File: config.mk
export PLATFORM = sky130hd
export DESIGN_NAME = mem_access_ctrl
export DESIGN_NICKNAME = d
export VERILOG_FILES = /design/src/rtl/mem_ctrl_pkg.sv /design/src/rtl/mem_arbiter.sv /design/src/rtl/mem_access_ctrl.sv
export SDC_FILE = /design/constraint.sdc
export NUM_CORES = 1
export LEC_CHECK = 0
export CAP_MARGIN = 20
export CELL_PAD_IN_SITES_DETAIL_PLACEMENT = 0
export CELL_PAD_IN_SITES_GLOBAL_PLACEMENT = 1
export CORE_MARGIN = 3
export CORE_UTILIZATION = 31
export CTS_BUF_LIST = sky130_fd_sc_hd__clkbuf_4
export CTS_CLUSTER_DIAMETER = 40
export DETAILED_ROUTE_END_ITERATION = 16
export HOLD_SLACK_MARGIN = 0.06
export PLACE_DENSITY = 0.78
export SKIP_LAST_GASP = 1
export SYNTH_ARGS = -nofsm -noshare
export SYNTH_HDL_FRONTEND = slang
export SYNTH_SLANG_ARGS = --single-unit
export TNS_END_PERCENT = 100
File: constraint.sdc
create_clock -name clk -period 4.4 [get_ports clk]
set_input_delay 0.88 -clock clk [delete_from_list [all_inputs] [get_ports clk]]
set_output_delay 0.88 -clock clk [all_outputs]
set_load 0.02 [all_outputs]
File: src/rtl/mem_ctrl_pkg.sv
// Shared definitions for the memory access controller: FSM encoding and
// default timing parameters.
package mem_ctrl_pkg;

  typedef enum logic [1:0] {
    IDLE   = 2'd0,
    ACCESS = 2'd1,
    WAIT   = 2'd2,
    DONE   = 2'd3
  } state_t;

  localparam int DEF_MEM_LATENCY  = 2;
  localparam int DEF_STARVE_LIMIT = 4;

  // Wide enough to count MEM_LATENCY-1 across the full 1..15 latency range.
  localparam int WAIT_CNT_W = 4;

endpackage

File: src/rtl/mem_arbiter.sv
// Data-over-instruction priority select with a starvation counter that hands
// the fetch port a turn after STARVE_LIMIT back-to-back data grants.
module mem_arbiter
  import mem_ctrl_pkg::*;
#(
  parameter int STARVE_LIMIT = DEF_STARVE_LIMIT
) (
  input  logic clk,
  input  logic rst,
  input  logic arb,
  input  logic i_req,
  input  logic d_req,
  output logic grant_i,
  output logic grant_d
);

  localparam int            CW    = $clog2(STARVE_LIMIT + 1);
  localparam logic [CW-1:0] LIMIT = CW'(STARVE_LIMIT);

  logic [CW-1:0] starve;
  logic          i_turn;

  assign i_turn  = i_req && (starve == LIMIT);
  assign grant_d = arb && d_req && !i_turn;
  assign grant_i = arb && i_req && (!d_req || i_turn);

  always_ff @(posedge clk or posedge rst) begin
    if (rst) begin
      starve <= '0;
    end else if (arb) begin
      if (grant_i || !i_req)
        starve <= '0;
      else if (grant_d && (starve != LIMIT))
        starve <= starve + 1'b1;
    end
  end

endmodule

File: src/rtl/mem_access_ctrl.sv
// Single-port memory access controller shared by an instruction-fetch port and
// a load/store port; reads are captured into rdata after MEM_LATENCY cycles.
module mem_access_ctrl
  import mem_ctrl_pkg::*;
#(
  parameter int DATA_WIDTH   = 32,
  parameter int ADDR_WIDTH   = 32,
  parameter int MEM_LATENCY  = DEF_MEM_LATENCY,
  parameter int STARVE_LIMIT = DEF_STARVE_LIMIT
) (
  input  logic                  clk,
  input  logic                  rst,
  input  logic                  i_req,
  input  logic [ADDR_WIDTH-1:0] i_addr,
  output logic                  i_gnt,
  output logic                  i_done,
  input  logic                  d_req,
  input  logic                  d_we,
  input  logic [ADDR_WIDTH-1:0] d_addr,
  input  logic [DATA_WIDTH-1:0] d_wdata,
  output logic                  d_gnt,
  output logic                  d_done,
  output logic [DATA_WIDTH-1:0] rdata,
  output logic                  mdr_load,
  output logic                  mem_en,
  output logic                  mem_we,
  output logic [ADDR_WIDTH-1:0] mem_addr,
  output logic [DATA_WIDTH-1:0] mem_wdata,
  input  logic [DATA_WIDTH-1:0] mem_rdata
);

  localparam logic [WAIT_CNT_W-1:0] WAIT_LAST = WAIT_CNT_W'(MEM_LATENCY - 1);

  state_t                  state, state_nxt;
  logic [ADDR_WIDTH-1:0]   addr_q;
  logic [DATA_WIDTH-1:0]   wdata_q;
  logic                    we_q;
  logic                    inst_q;
  logic [WAIT_CNT_W-1:0]   wait_cnt;
  logic                    arb, grant_i, grant_d;

  assign arb       = (state == IDLE);
  assign mem_addr  = addr_q;
  assign mem_wdata = wdata_q;

  mem_arbiter #(
    .STARVE_LIMIT(STARVE_LIMIT)
  ) u_arbiter (
    .clk     (clk),
    .rst     (rst),
    .arb     (arb),
    .i_req   (i_req),
    .d_req   (d_req),
    .grant_i (grant_i),
    .grant_d (grant_d)
  );

  always_ff @(posedge clk or posedge rst) begin
    if (rst) state <= IDLE;
    else     state <= state_nxt;
  end

  // Once granted, only these latched copies reach memory.
  always_ff @(posedge clk or posedge rst) begin
    if (rst) begin
      addr_q  <= '0;
      wdata_q <= '0;
      we_q    <= 1'b0;
      inst_q  <= 1'b0;
    end else if (grant_d) begin
      addr_q  <= d_addr;
      wdata_q <= d_wdata;
      we_q    <= d_we;
      inst_q  <= 1'b0;
    end else if (grant_i) begin
      addr_q  <= i_addr;
      we_q    <= 1'b0;
      inst_q  <= 1'b1;
    end
  end

  always_ff @(posedge clk or posedge rst) begin
    if (rst)                 wait_cnt <= '0;
    else if (state == WAIT)  wait_cnt <= wait_cnt + 1'b1;
    else                     wait_cnt <= '0;
  end

  always_ff @(posedge clk or posedge rst) begin
    if (rst)           rdata <= '0;
    else if (mdr_load) rdata <= mem_rdata;
  end

  always_comb begin
    state_nxt = state;
    mem_en    = 1'b0;
    mem_we    = 1'b0;
    i_gnt     = 1'b0;
    d_gnt     = 1'b0;
    i_done    = 1'b0;
    d_done    = 1'b0;
    mdr_load  = 1'b0;
    case (state)
      IDLE: begin
        if (grant_i || grant_d) state_nxt = ACCESS;
      end
      ACCESS: begin
        mem_en    = 1'b1;
        mem_we    = we_q;
        i_gnt     = inst_q;
        d_gnt     = !inst_q;
        state_nxt = we_q ? DONE : WAIT;
      end
      WAIT: begin
        if (wait_cnt == WAIT_LAST) begin
          mdr_load  = 1'b1;
          state_nxt = DONE;
        end
      end
      DONE: begin
        i_done    = inst_q;
        d_done    = !inst_q;
        state_nxt = IDLE;
      end
      default: state_nxt = IDLE;
    endcase
  end

endmodule
==> flow_results.xml, run 1 <==
<?xml version="1.0" encoding="UTF-8"?>
<metrics>
  <group name="logic_synthesis">
    <metric name="synth_fp_nets" unit="">449</metric>
    <metric name="synth-edff-count" unit="">0</metric>
    <metric name="number_of_synthesized_register_bits" unit="">107</metric>
    <metric name="count_of_synthesis_stage_warnings_from_yosys" unit="">0</metric>
    <metric name="async_reset_ff_share" unit="%">100</metric>
    <metric name="synth_area" unit="mm^2">0.00455</metric>
    <metric name="ys_seq_area_share" unit="%">58.8</metric>
    <metric name="post_syn_area_per_cell" unit="um^2">14.8</metric>
    <metric name="synth.distinct_cells" unit="">34</metric>
    <metric name="dominantRegCellSynth" unit="">sky130_fd_sc_hd__dfrtp_1</metric>
    <metric name="synthCells" unit="">307</metric>
  </group>
  <group name="sta">
    <metric name="timing_worst_slew_pin_value" unit="ns">0.940</metric>
    <metric name="setup_skew_after_layout" unit="ns">0.00915</metric>
    <metric name="hold_violations" unit="">0</metric>
    <metric name="max_clock_freq" unit="GHz">0.323</metric>
    <metric name="final_clock_period_utilization_by_the_worst_path" unit="%">70.4</metric>
    <metric name="relSlewSlack" unit="%">37.3</metric>
    <metric name="timing.hold.ws" unit="ns">0.500</metric>
    <metric name="final-max-slew-violation-count" unit="">0</metric>
    <metric name="setup_viol" unit="">0</metric>
    <metric name="period_minus_slack" unit="ns">3.10</metric>
    <metric name="setup_total_negative_slack" unit="ns">0</metric>
    <metric name="grt_setup_unrepaired" unit="">false</metric>
  </group>
  <group name="critical_path">
    <metric name="critical_path.max_fanout" unit="">3</metric>
    <metric name="timing.critical_path.arrival" unit="ns">2.22</metric>
    <metric name="critical-path-top-delay-family" unit="">buffers and inverters</metric>
    <metric name="crit_path_cell_chain" unit="">inv_1, ha_1, or3b_4, nor2_8, clkdlybuf4s50_1</metric>
    <metric name="critPathBufInv" unit="">2</metric>
    <metric name="worst-setup-path-type" unit="">flip-flop to output port</metric>
    <metric name="critPathCaptureType" unit="">output port</metric>
    <metric name="slowest_delay" unit="ns">0.65</metric>
    <metric name="crit_slowest_cell" unit="">sky130_fd_sc_hd__clkdlybuf4s50_1</metric>
    <metric name="type_of_element_launching_the_critical_path" unit="">flip-flop</metric>
    <metric name="worst-endpoint-required" unit="ns">3.52</metric>
  </group>
  <group name="drt">
    <metric name="finalWirelength" unit="um">12200</metric>
    <metric name="dr_total_vias" unit="">3427</metric>
    <metric name="detail-route-antenna-nets" unit="">0</metric>
    <metric name="first_iteration_detailed_routing_drc_count" unit="">79</metric>
    <metric name="drcViolationCount" unit="">0</metric>
    <metric name="wire_per_inst" unit="um">16.7</metric>
    <metric name="drt_pre_antenna_iters" unit="">4</metric>
    <metric name="via_per_inst" unit="">4.69</metric>
  </group>
  <group name="outcome">
    <metric name="result_of_the_run" unit="">complete, no violations</metric>
  </group>
  <group name="power">
    <metric name="seqPwrFrac" unit="%">34.4</metric>
    <metric name="p_int" unit="mW">3.16</metric>
    <metric name="maximum_vdd_ir_drop" unit="mV">0.236</metric>
    <metric name="power_switching_share" unit="%">37.3</metric>
    <metric name="clock_power_share" unit="%">8.8</metric>
    <metric name="total_switching_power" unit="mW">1.88</metric>
    <metric name="combPwrFrac" unit="%">56.7</metric>
    <metric name="power_density" unit="mW/mm^2">698</metric>
    <metric name="cellLeakagePower" unit="nW">3.04</metric>
  </group>
  <group name="floorplan">
    <metric name="die_h" unit="um">127</metric>
    <metric name="initial_util" unit="%">32.3</metric>
    <metric name="die_extent_in_x" unit="um">127</metric>
    <metric name="pin_count" unit="">236</metric>
    <metric name="row_count" unit="">43</metric>
    <metric name="floorplan_die_area" unit="mm^2">0.0162</metric>
    <metric name="core_area" unit="mm^2">0.0141</metric>
  </group>
  <group name="finish">
    <metric name="num-nets-final" unit="">686</metric>
    <metric name="n_fill_cell" unit="">1226</metric>
    <metric name="area_delta_synth_final" unit="%">58.6</metric>
    <metric name="layout.core_utilization" unit="%">51.2</metric>
    <metric name="post_route_cells_drive_above_1_share" unit="%">17.1</metric>
  </group>
  <group name="global_route">
    <metric name="grt_pass1_wl" unit="um">19500</metric>
    <metric name="first_global_vias" unit="">3652</metric>
    <metric name="grt_antenna_before_repair" unit="">1</metric>
    <metric name="grt_max_degree" unit="">78</metric>
    <metric name="grt_util_all_layers" unit="%">15.4</metric>
    <metric name="grt_remaining_overflow" unit="">0</metric>
  </group>
  <group name="placement">
    <metric name="port-buffer-count" unit="">235</metric>
    <metric name="place_hpwl" unit="um">9110</metric>
    <metric name="finalWeightedCongestion" unit="">0.783</metric>
  </group>
  <group name="cts">
    <metric name="cts_max_path_buffers" unit="">2</metric>
    <metric name="tritoncts_clock_tree" unit="">yes</metric>
    <metric name="clock-sinks" unit="">107</metric>
    <metric name="clockRootBuffer" unit="">sky130_fd_sc_hd__clkbuf_4</metric>
    <metric name="level_count_of_the_clock_h_tree" unit="">3</metric>
    <metric name="cts_buffers" unit="">9</metric>
    <metric name="cts.hold.buffers_added" unit="">0</metric>
    <metric name="worstSkewPairLatency" unit="ns">0.45</metric>
    <metric name="cts_setup_buffers" unit="">0</metric>
    <metric name="cts-resized-gates" unit="">0</metric>
    <metric name="worst_setup_hold_path_clk_slew" unit="ns">0.15</metric>
  </group>
  <group name="worst_hold_path">
    <metric name="class_of_the_tightest_hold_or_removal_check" unit="">flip-flop to flip-flop</metric>
  </group>
  <group name="job">
    <metric name="maxCapViolCount" unit="">0</metric>
  </group>
</metrics>
[layer usage]
layer  GRT usage, %  share of wire, %
met1           19.6                43
met2           23.7                44
met3           6.02                11
met4           5.87               1.8
met5              0                 0
[cell usage in the layout, fill, tap and decap left out, types with 2 or more instances in the layout]
| master | count |
|---|---|
| sky130_fd_sc_hd__a221o_1 | 32 |
| sky130_fd_sc_hd__a21oi_1 | 2 |
| sky130_fd_sc_hd__mux2_4 | 29 |
| sky130_fd_sc_hd__and2_1 | 35 |
| sky130_fd_sc_hd__clkdlybuf4s50_1 | 235 |
| sky130_fd_sc_hd__mux2_2 | 36 |
| sky130_fd_sc_hd__clkbuf_4 | 10 |
| sky130_fd_sc_hd__nor2_1 | 6 |
| sky130_fd_sc_hd__dfrtp_1 | 107 |
| sky130_fd_sc_hd__ha_1 | 9 |
| sky130_fd_sc_hd__inv_1 | 9 |
| sky130_fd_sc_hd__clkinvlp_4 | 2 |
| sky130_fd_sc_hd__nand2_1 | 2 |
| sky130_fd_sc_hd__nor2b_1 | 3 |
| sky130_fd_sc_hd__buf_4 | 5 |
[final cells by class]
class	instances	area (um^2)	area share (%)
flip-flops and latches	107	2680	37.1
clock inverters	6	41.3	0.572
inverters	10	40.0	0.554
well taps	180	225	3.12
clock buffers	10	75.1	1.04
multi-input cells	174	1740	24.0
repair buffers	242	2420	33.6
diodes	1	2.50	0.0346
[path summary, 6_finish.rpt]
path                                   from             to  slack [ns]  cells past startpoint
worst max-delay path            wait_cnt[1]       mdr_load        1.30                      5
worst min-delay path            wait_cnt[0]    wait_cnt[0]        0.50                      1
worst max register to register     state[0]  mem_wdata[30]        1.95                      6
worst min register to register  wait_cnt[0]    wait_cnt[0]        0.50                      1
max in group asynchronous               rst    mem_addr[6]        2.62                      3
min in group asynchronous               rst      rdata[21]        0.98                      2
[power groups by stage]
| stage | Combinational [mW] | Sequential [mW] | Clock, mW |
|---|---|---|---|
| global placement | 2.84 | 1.75 | 0 |
| CTS | 2.89 | 1.74 | 0.477 |
| finish | 2.86 | 1.74 | 0.445 |
| global route | 3.04 | 1.80 | 0.508 |
| floorplan | 1.06 | 2.27 | 0 |
| detailed placement | 2.89 | 1.75 | 0 |
[registers in the layout (all words and copies together) (netlist names)]
signal,count
mem_wdata,32
rdata,32
inst_q,1
wait_cnt,4
we_q,1
mem_addr,32
u_arbiter.starve,3
state,2
[cell families after synthesis]
group	count (synthesis)	synth area share [%]
DFF	107	58.8
and+or+nand+nor	53	7.23
buffers and inverters	26	3.52
xor gates and xnor gates	2	0.385
AOI/OAI and AO/OA	44	8.90
muxes	66	18.7
adders and majority gates	9	2.47
[stage by stage]
| stage | instances | worst slack (ns) | total power, mW | instance area, um^2 |
|---|---|---|---|---|
| 5_1_grt | 730 | 1.15 | 5.35 | 7220 |
| 2_1_floorplan | 307 | 0.703 | 3.33 | 4550 |
| 3_5_place_dp | 712 | 1.38 | 4.64 | 7090 |
| 3_3_place_gp | 712 | 1.41 | 4.59 | 7090 |
| 6_report | 730 | 1.30 | 5.04 | 7220 |
| 4_1_cts | 728 | 1.21 | 5.11 | 7210 |
[worst reg2reg max path, cell delays in order (launching register included)]
cell and delay [ns]:
sky130_fd_sc_hd__dfrtp_1 0.45, sky130_fd_sc_hd__inv_1 0.14, sky130_fd_sc_hd__ha_1 0.29, sky130_fd_sc_hd__nand2_1 0.13, sky130_fd_sc_hd__a31oi_4 0.66, sky130_fd_sc_hd__buf_12 0.31, sky130_fd_sc_hd__mux2_2 0.38
[cell usage after synthesis (all sizes together) (2+ instances only)]
cell    count  area share (%)
inv        10            0.82
ha          9             2.5
clkbuf      6            0.49
buf        10             2.2
mux2       65              18
a221o      32             7.0
and2       35             4.8
a21oi       2            0.22
nor2        8             1.0
nor2b       3            0.41
o21ai       2            0.22
nand2       2            0.16
dfrtp     107              59
Note: power is estimated with default switching activity, not from simulation.
==> inputs of run 2 (changes only) <==
--- a/config.mk
+++ b/config.mk
@@ -9,12 +9,12 @@
 export CELL_PAD_IN_SITES_DETAIL_PLACEMENT = 0
 export CELL_PAD_IN_SITES_GLOBAL_PLACEMENT = 1
 export CORE_MARGIN = 3
-export CORE_UTILIZATION = 31
+export CORE_UTILIZATION = 28
 export CTS_BUF_LIST = sky130_fd_sc_hd__clkbuf_4
 export CTS_CLUSTER_DIAMETER = 40
 export DETAILED_ROUTE_END_ITERATION = 16
 export HOLD_SLACK_MARGIN = 0.06
-export PLACE_DENSITY = 0.78
+export PLACE_DENSITY = 0.75
 export SKIP_LAST_GASP = 1
 export SYNTH_ARGS = -nofsm -noshare
 export SYNTH_HDL_FRONTEND = slang
==> constraint.sdc (replaced) <==
create_clock -name clk -period 2.7 [get_ports clk]
set_input_delay 0.54 -clock clk [delete_from_list [all_inputs] [get_ports clk]]
set_output_delay 0.54 -clock clk [all_outputs]
set_load 0.02 [all_outputs]
==> flow_results.xml, run 2 (synthesized netlist as in run 1, its figures left out) <==
<?xml version="1.0" encoding="UTF-8"?>
<metrics>
  <group name="cts">
    <metric name="worstSkewPairLatency" unit="ns">0.44</metric>
    <metric name="cts_buffers" unit="">9</metric>
    <metric name="clock-sinks" unit="">107</metric>
    <metric name="cts_max_path_buffers" unit="">2</metric>
    <metric name="worst_setup_hold_path_clk_slew" unit="ns">0.15</metric>
    <metric name="clockRootBuffer" unit="">sky130_fd_sc_hd__clkbuf_4</metric>
    <metric name="level_count_of_the_clock_h_tree" unit="">3</metric>
    <metric name="tritoncts_clock_tree" unit="">yes</metric>
  </group>
  <group name="floorplan">
    <metric name="initial_util" unit="%">29.3</metric>
    <metric name="floorplan_die_area" unit="mm^2">0.0178</metric>
    <metric name="die_h" unit="um">134</metric>
    <metric name="pin_count" unit="">236</metric>
    <metric name="core_area" unit="mm^2">0.0155</metric>
    <metric name="row_count" unit="">45</metric>
    <metric name="die_extent_in_x" unit="um">134</metric>
  </group>
  <group name="sta">
    <metric name="timing.hold.ws" unit="ns">0.505</metric>
    <metric name="grt_setup_unrepaired" unit="">false</metric>
    <metric name="final-max-slew-violation-count" unit="">0</metric>
    <metric name="max_clock_freq" unit="GHz">0.407</metric>
    <metric name="final_clock_period_utilization_by_the_worst_path" unit="%">91.1</metric>
    <metric name="period_minus_slack" unit="ns">2.46</metric>
    <metric name="setup_skew_after_layout" unit="ns">0.0151</metric>
    <metric name="relSlewSlack" unit="%">60.1</metric>
    <metric name="setup_viol" unit="">0</metric>
    <metric name="hold_violations" unit="">0</metric>
    <metric name="setup_total_negative_slack" unit="ns">0</metric>
    <metric name="timing_worst_slew_pin_value" unit="ns">0.598</metric>
  </group>
  <group name="finish">
    <metric name="num-nets-final" unit="">684</metric>
    <metric name="layout_common_cells" unit="">sky130_fd_sc_hd__clkdlybuf4s50_1, sky130_fd_sc_hd__dfrtp_1, sky130_fd_sc_hd__mux2_2</metric>
    <metric name="area_delta_synth_final" unit="%">59.5</metric>
    <metric name="n_antenna_cell" unit="">0</metric>
    <metric name="n_fill_cell" unit="">1407</metric>
    <metric name="post_route_cells_drive_above_1_share" unit="%">16.3</metric>
    <metric name="final_cell_area" unit="mm^2">0.00726</metric>
    <metric name="final_common_cell" unit="">sky130_fd_sc_hd__clkdlybuf4s50_1</metric>
  </group>
  <group name="global_route">
    <metric name="grt_antenna_before_repair" unit="">0</metric>
    <metric name="grt_remaining_overflow" unit="">0</metric>
    <metric name="grt_max_degree" unit="">108</metric>
    <metric name="grt_util_all_layers" unit="%">14.1</metric>
    <metric name="first_global_vias" unit="">3692</metric>
    <metric name="grt_pass1_wl" unit="um">20200</metric>
  </group>
  <group name="power">
    <metric name="p_total" unit="mW">8.27</metric>
    <metric name="cellLeakagePower" unit="nW">3.09</metric>
    <metric name="power_density" unit="mW/mm^2">1140</metric>
    <metric name="maximum_vdd_ir_drop" unit="mV">0.536</metric>
  </group>
  <group name="drt">
    <metric name="wire_per_inst" unit="um">16.5</metric>
    <metric name="finalWirelength" unit="um">12500</metric>
    <metric name="dr_total_vias" unit="">3373</metric>
    <metric name="via_per_inst" unit="">4.46</metric>
    <metric name="detail-route-antenna-nets" unit="">0</metric>
    <metric name="drt_pre_antenna_iters" unit="">4</metric>
    <metric name="drcViolationCount" unit="">0</metric>
    <metric name="first_iteration_detailed_routing_drc_count" unit="">111</metric>
  </group>
  <group name="critical_path">
    <metric name="type_of_element_launching_the_critical_path" unit="">flip-flop</metric>
    <metric name="timing.critical_path.arrival" unit="ns">1.92</metric>
    <metric name="worst-setup-path-type" unit="">flip-flop to output port</metric>
    <metric name="critical_path.max_fanout" unit="">3</metric>
    <metric name="critPathCaptureType" unit="">output port</metric>
    <metric name="worst-endpoint-required" unit="ns">2.16</metric>
  </group>
  <group name="job">
    <metric name="maxCapViolCount" unit="">0</metric>
  </group>
  <group name="placement">
    <metric name="finalWeightedCongestion" unit="">0.746</metric>
    <metric name="place_hpwl" unit="um">9050</metric>
    <metric name="postPlaceCellArea" unit="mm^2">0.00713</metric>
    <metric name="port-buffer-count" unit="">235</metric>
  </group>
  <group name="outcome">
    <metric name="result_of_the_run" unit="">complete, no violations</metric>
  </group>
  <group name="worst_hold_path">
    <metric name="class_of_the_tightest_hold_or_removal_check" unit="">flip-flop to flip-flop</metric>
  </group>
</metrics>
## run 2: report_power, final
part	internal (mW)	leakage [nW]	total, mW	switching, mW
clock network	0.293	0.0718	0.781	0.488
logic	2.55	1.73	4.65	2.10
registers	2.39	1.29	2.83	0.449
total	5.23	3.09	8.27	3.04
## run 2: final cells by class
type                       count  area (um^2)  area share [%]
timing repair buffer         240         2420            33.3
sequential                   107         2680            36.9
clock buffer                  11         82.6            1.14
clock inverter                 4         42.5           0.586
inverter                      10         41.3           0.569
multi-input combinational    174         1730            23.9
tap                          211          264            3.64
## run 2: worst paths after layout
path,startpoint,to,slack (ns),cells past startpoint
worst max register to register,wait_cnt[1],rdata[31],0.55,6
max in group asynchronous,rst,mem_wdata[0],1.66,3
worst min register to register,wait_cnt[0],wait_cnt[0],0.51,1
min in group asynchronous,rst,mem_wdata[15],0.62,3
worst max-delay path,wait_cnt[1],mdr_load,0.24,5
worst min-delay path,wait_cnt[0],wait_cnt[0],0.51,1
## run 2: metrics by stage
step	utilization [%]	instances	worst slack, ns
6_report	46.7	757	0.241
5_1_grt	46.7	757	0.0869
4_1_cts	46.7	757	0.0288
3_5_place_dp	45.9	742	0.455
3_3_place_gp	45.9	742	0.448
2_1_floorplan	-	307	0.872
## run 2: metal layers
metal / part of all wire, % / up-vias / global-route usage, % / routed length [um]
met4: 1.6 / 0 / 4.97 / 196
met3: 7.7 / 15 / 4.53 / 969
met2: 49 / 147 / 22.9 / 6080
met5: 0 / - / 0 / 0
met1: 42 / 1638 / 17.7 / 5260
li1: - / 1573 / - / -
## run 2: what timing repair did
| action | CTS | global route |
|---|---|---|
| endpoints found under the setup margin | 1 | 3 |
| hold buffers | 0 | 0 |
| endpoints found under the hold margin | 0 | 0 |
| resized for setup | 1 | 3 |
| pin swaps | 0 | 0 |
| buffers inserted | 0 | 0 |
## run 2: worst max-delay path, cell delays in order (launching register included)
cell,delay (ns)
sky130_fd_sc_hd__dfrtp_1,0.43
sky130_fd_sc_hd__inv_1,0.06
sky130_fd_sc_hd__ha_1,0.12
sky130_fd_sc_hd__or3b_4,0.42
sky130_fd_sc_hd__nor2_8,0.09
sky130_fd_sc_hd__dlygate4sd2_1,0.35
==> inputs of run 3 (changes only) <==
--- a/config.mk
+++ b/config.mk
@@ -13,7 +13,7 @@
 export CTS_BUF_LIST = sky130_fd_sc_hd__clkbuf_4
 export CTS_CLUSTER_DIAMETER = 40
 export DETAILED_ROUTE_END_ITERATION = 16
-export HOLD_SLACK_MARGIN = 0.06
+export HOLD_SLACK_MARGIN = 0.03
 export PLACE_DENSITY = 0.75
 export SKIP_LAST_GASP = 1
 export SYNTH_ARGS = -nofsm -noshare
==> results of run 3 <==
Final layout, timing and power as in run 2 (identical DEF).
